--- src/rtl/kmac_msg_blocker.sv ---
// kmac_msg_blocker
//   Packs the KMAC message byte stream into RATE_BYTES-wide blocks for the
//   cSHAKE absorb stage. On message end it appends right_encode(OUT_LEN_BITS)
//   and the cSHAKE pad10*1 padding, then emits the final block with blk_last.
// Ports
//   clk, rst_n        clock, asynchronous active-low reset
//   msg_valid/ready   byte-stream handshake; msg_data byte, msg_last ends the
//                     message, msg_empty marks a zero-length message (data ignored)
//   blk_valid/ready   block handshake; blk_data byte i at [8i+7:8i]
//   blk_last          block is the padded final block
//   busy              message in flight (first accepted beat .. final block taken)
module kmac_msg_blocker #(
  parameter int RATE_BYTES   = 136,
  parameter int OUT_LEN_BITS = 256
) (
  input  logic                    clk,
  input  logic                    rst_n,
  input  logic                    msg_valid,
  output logic                    msg_ready,
  input  logic [7:0]              msg_data,
  input  logic                    msg_last,
  input  logic                    msg_empty,
  output logic                    blk_valid,
  input  logic                    blk_ready,
  output logic [8*RATE_BYTES-1:0] blk_data,
  output logic                    blk_last,
  output logic                    busy
);
  localparam int            CW      = $clog2(RATE_BYTES + 1);
  localparam logic [CW-1:0] FULL    = CW'(RATE_BYTES);
  localparam logic [CW-1:0] LASTIDX = CW'(RATE_BYTES - 1);
  localparam logic [15:0]   LEN     = 16'(OUT_LEN_BITS);

  typedef enum logic [1:0] {S_FILL, S_EMIT, S_APPEND, S_PAD} state_t;

  state_t                  r_state, w_state_nxt;
  state_t                  r_ret, w_ret_nxt;     // where EMIT goes after the handshake
  logic [CW-1:0]           r_cnt, w_cnt_nxt, w_cnt_inc;
  logic [1:0]              r_idx, w_idx_nxt;     // right_encode byte index
  logic                    r_last, w_last_nxt;
  logic                    r_busy, w_busy_nxt;
  logic                    r_init;               // delays msg_ready one cycle after reset
  logic [8*RATE_BYTES-1:0] r_buf;
  logic                    w_wr, w_pad_hi, w_clr;
  logic [7:0]              w_wr_byte;

  assign w_cnt_inc = r_cnt + CW'(1);
  assign blk_data  = r_buf;
  assign blk_last  = r_last;
  assign busy      = r_busy;

  always_ff @(posedge clk or negedge rst_n) begin
    if (!rst_n) begin
      r_state <= S_FILL;
      r_ret   <= S_FILL;
      r_cnt   <= '0;
      r_idx   <= '0;
      r_last  <= 1'b0;
      r_busy  <= 1'b0;
      r_init  <= 1'b0;
    end else begin
      r_state <= w_state_nxt;
      r_ret   <= w_ret_nxt;
      r_cnt   <= w_cnt_nxt;
      r_idx   <= w_idx_nxt;
      r_last  <= w_last_nxt;
      r_busy  <= w_busy_nxt;
      r_init  <= 1'b1;
    end
  end

  always_comb begin
    w_state_nxt = r_state;
    w_ret_nxt   = r_ret;
    w_cnt_nxt   = r_cnt;
    w_idx_nxt   = r_idx;
    w_last_nxt  = r_last;
    w_busy_nxt  = r_busy;
    w_wr        = 1'b0;
    w_wr_byte   = 8'h00;
    w_pad_hi    = 1'b0;
    w_clr       = 1'b0;
    msg_ready   = 1'b0;
    blk_valid   = 1'b0;
    case (r_state)
      S_FILL: begin
        msg_ready = r_init;
        if (msg_valid && r_init) begin
          w_busy_nxt = 1'b1;
          if (!msg_empty) begin
            w_wr      = 1'b1;
            w_wr_byte = msg_data;
            w_cnt_nxt = w_cnt_inc;
          end
          if (msg_last) w_idx_nxt = 2'd0;
          if (!msg_empty && w_cnt_inc == FULL) begin
            // Full block goes out first; a pending message end resumes in APPEND.
            w_state_nxt = S_EMIT;
            w_last_nxt  = 1'b0;
            w_ret_nxt   = msg_last ? S_APPEND : S_FILL;
          end else if (msg_last) begin
            w_state_nxt = S_APPEND;
          end
        end
      end
      S_APPEND: begin
        w_wr      = 1'b1;
        w_cnt_nxt = w_cnt_inc;
        w_idx_nxt = r_idx + 2'd1;
        case (r_idx)
          2'd0:    w_wr_byte = LEN[15:8];
          2'd1:    w_wr_byte = LEN[7:0];
          default: w_wr_byte = 8'h02;
        endcase
        if (w_cnt_inc == FULL) begin
          w_state_nxt = S_EMIT;
          w_last_nxt  = 1'b0;
          if (r_idx == 2'd2) w_ret_nxt = S_PAD;
          else               w_ret_nxt = S_APPEND;
        end else if (r_idx == 2'd2) begin
          w_state_nxt = S_PAD;
        end
      end
      S_PAD: begin
        // 0x04 = cSHAKE domain bits 00 + first pad bit; 0x80 = final pad bit.
        w_wr        = 1'b1;
        w_wr_byte   = (r_cnt == LASTIDX) ? 8'h84 : 8'h04;
        w_pad_hi    = (r_cnt != LASTIDX);
        w_last_nxt  = 1'b1;
        w_ret_nxt   = S_FILL;
        w_state_nxt = S_EMIT;
      end
      default: begin // S_EMIT
        blk_valid = 1'b1;
        if (blk_ready) begin
          w_clr       = 1'b1;
          w_cnt_nxt   = '0;
          w_state_nxt = r_ret;
          if (r_last) begin
            w_last_nxt = 1'b0;
            w_busy_nxt = 1'b0;
          end
        end
      end
    endcase
  end

  // Block buffer: cleared on every block handshake so padding zeros come free.
  always_ff @(posedge clk or negedge rst_n) begin
    if (!rst_n) begin
      r_buf <= '0;
    end else if (w_clr) begin
      r_buf <= '0;
    end else begin
      for (int i = 0; i < RATE_BYTES; i++)
        if (w_wr && r_cnt == CW'(i)) r_buf[8*i +: 8] <= w_wr_byte;
      if (w_pad_hi) r_buf[8*RATE_BYTES-1 -: 8] <= 8'h80;
    end
  end

endmodule

--- config.mk ---
export PLATFORM = sky130hd
export DESIGN_NAME = kmac_msg_blocker
export DESIGN_NICKNAME = d
export VERILOG_FILES = /design/src/rtl/kmac_msg_blocker.sv
export SDC_FILE = /design/constraint.sdc
export NUM_CORES = 2
export LEC_CHECK = 0
export CAP_MARGIN = 20
export CORE_AREA = 2 2 434 436
export CTS_BUF_LIST = sky130_fd_sc_hd__clkbuf_4 sky130_fd_sc_hd__clkbuf_8
export CTS_CLUSTER_DIAMETER = 60
export CTS_CLUSTER_SIZE = 20
export DETAILED_ROUTE_END_ITERATION = 8
export DIE_AREA = 0 0 436 438
export PLACE_DENSITY = 0.44
export SYNTH_ARGS = -nofsm -noshare
export SYNTH_HDL_FRONTEND = slang
export SYNTH_SLANG_ARGS = --single-unit
--- constraint.sdc ---
create_clock -name clk -period 2.48 [get_ports clk]
set_input_delay 0.496 -clock clk [delete_from_list [all_inputs] [get_ports clk]]
set_output_delay 0.496 -clock clk [all_outputs]
set_load 0.05 [all_outputs]
==> impl_metrics.toml <==
[sta]
fmax_mhz = 419
slew_headroom_pct = 53.1
hold_viol_final = 0
layout_min_cycle_time_ns = 2.38
fin_crit_sh_pct = 96.1
setup_violations = 0
rsz0062_at_grt = "yes"
tightest_slew_ns = 0.703
slew_viol_final = 0
fin_skew_ns = 0.0482

[floorplanning]
die_y_um = 438
core_um2 = 187000
rows = 159
ios = 1106
chipWidth_um = 436
start_util_pct = 22.5
die_area_um2 = 191000

[global_routing]
grt_max_degree = 128
grtUsageMet3_pct = 4.11
grt_pass1_wl_mm = 281
grt_pass1_vias = 34800
grt_usage_pct = 20.4
grt_antenna_before_repair = 14
busiest_layer = "met2"
grt_use_met2_pct = 34.2
overflow = 0
grtUsageMet1_pct = 25.5

[placement]
portBuffers = 1105
dp_hpwl_mm = 143
gp_congestion = 0.798

[final_layout]
final_util_pct = 33.2
fin_nets = 5156
drive_above_1_share_pct = 18.3
layout_common_cells = "nand3_1, dfrtp_1, o21ai_0"
fillers = 19400
final_common_cell = "nand3_1"
area_growth_pct = 47.6

[drt]
viasPerCell = 4.57
via_count = 35300
antenna_left = 0
avgRoutedWirePerCell_um = 25.8
drtIter0Drc = 2299
drcViolationCount = 0
wl_mm = 199
dr.pass1.iters = 5

[yosys]
synthCells = 3977
ys.flop_type = "dfrtp_1"
netlist_area_um2 = 42000
synth_largest_area_cell = "dfrtp_1"
synthDistinctLibCells = 54
synth.area.top_cells = "dfrtp_1, nand3_1, o21ai_0, clkbuf_1, buf_1"
synthArstFlopShare_pct = 100
synth_enable_flop_cells = 0
syn_avg_cell_area_um2 = 10.6
synth-seq-cells = 1105
yosysWarnings = 0
yosys.area.top_type_share_pct = 65.8
syn_nets = 3998
seq_area_frac_synth_pct = 65.8

[clocking]
cts-root-buf = "clkbuf_8"
htreeDepth = 3
clk_pin_slew_ns = 0.10
cts_sinks = 1105
clockBufferDepth = 3
cts_tree = "built"
clk_latency_ns = 0.90
cts-buffers-inserted = 113

[worst_setup_path]
cp.required_ns = 1.98
critPathCaptureType = "primary output"
arrival_ns = 1.89
r2r-start = "r_state[1]"
cp-start-kind = "register"
rrSetupSlack_ns = 0.12
cp_max_fo = 3
timing.rr.end = "blk_data[1082]"
worstRegToRegCells = 8
crit_type = "reg2out"

[power_and_ir_drop]
powerDensity_nw_per_um2 = 668
power.total_mw = 41.4
ir_drop_mv = 0.383
leakagePower_nw = 28.7

[flow_run]
max-cap-violations = 0

[worst_hold_path]
worst_hold_path_type = "in2async"

[run_status]
outcome = "complete, no violations"
logic make-up (layout without fill, tap and decap cells):
| group | after synthesis | in the layout | share of synthesized area (%) |
|---|---|---|---|
| mux | 9 | 9 | 0.241 |
| simple gates | 1302 | 1302 | 16.2 |
| other cells | 1 | 6 | 0.00892 |
| fa+ha+maj | 7 | 7 | 0.208 |
| buf+inv | 430 | 1685 | 4.02 |
| compound gates | 1123 | 1123 | 13.6 |
| flops | 1105 | 1105 | 65.8 |
Yosys cell counts, drive strengths merged, types with 2 or more instances:
library cell / n
a211oi: 2
a21boi: 2
a21oi: 5
a22oi: 2
a31oi: 2
and2: 14
and3: 6
buf: 135
clkbuf: 283
dfrtp: 1105
ha: 7
inv: 12
mux2: 3
mux2i: 6
nand2: 21
nand2b: 2
nand3: 1219
nor2: 17
nor2b: 5
nor3: 4
nor3b: 4
nor4b: 3
o21ai: 1096
o22a: 2
o22ai: 2
o31ai: 3
or3: 2
repair_timing:
item	4_1_cts	5_1_grt
endpoints found under the hold margin	387	0
endpoints found under the setup margin	1110	95
resized for setup	1969	4
pin swaps	2	2
hold buffers	1	0
setup buffers	4	4
metrics by stage:
| stage | setup TNS [ns] | hold slack, ns | setup slack (ns) | std cells | area (um^2) |
|---|---|---|---|---|---|
| after global routing | -0.0143 | 0.148 | -0.0143 | 7728 | 62000 |
| final | 0 | 0.197 | 0.0962 | 7732 | 62000 |
| after global placement | -48.28 | 0.477 | -0.219 | 7507 | 59400 |
| after floorplan | 0 | 0.200 | 0.0483 | 3977 | 42000 |
| after CTS | -0.101 | 0.0861 | -0.101 | 7723 | 62000 |
| after detailed placement | -96.41 | 0.482 | -0.278 | 7507 | 59400 |
critical path, stage by stage (launching register included):
cell and delay, ns:
dfrtp_2 0.45, buf_6 0.14, nor3b_4 0.22, buf_12 0.18
worst max-delay path by stage:
| stage | start | depth (start not counted) | end |
|---|---|---|---|
| floorplan | r_state[0] | 3 | msg_ready |
| global placement | msg_valid | 7 | blk_data[212] |
| detailed placement | msg_valid | 7 | blk_data[292] |
| CTS | r_state[0] | 3 | msg_ready |
| global route | r_state[0] | 3 | msg_ready |
| finish | r_state[0] | 3 | msg_ready |
report_power, final:
| group | internal [mW] | switching [mW] |
|---|---|---|
| sequential | 18.3 | 0.212 |
| combinational | 2.31 | 6.30 |
| clock | 6.35 | 7.98 |
metal layers:
metal	vias to the layer above	routed length (um)
met5	-	48
met4	8	8710
met3	270	10300
met2	931	96700
met1	17600	83700
li1	16500	-
final cells by class:
class,instances,area (um^2),area share [%]
sequential,1105,27700,44.6
timing repair buffer,1461,15600,25.1
multi-input combinational,2442,12800,20.7
tap,2495,3120,5.03
clock buffer,126,1710,2.76
clock inverter,86,1100,1.78
inverter,12,45.0,0.0726
antenna,5,12.5,0.0202
state kept, by name, indices dropped and copies added, names as in the netlist:
name and count:
r_cnt 8, busy 1, r_state 2, r_idx 2, r_init 1, blk_last 1, r_ret 2, blk_data 1088
Note: power is estimated with default switching activity, not from simulation.
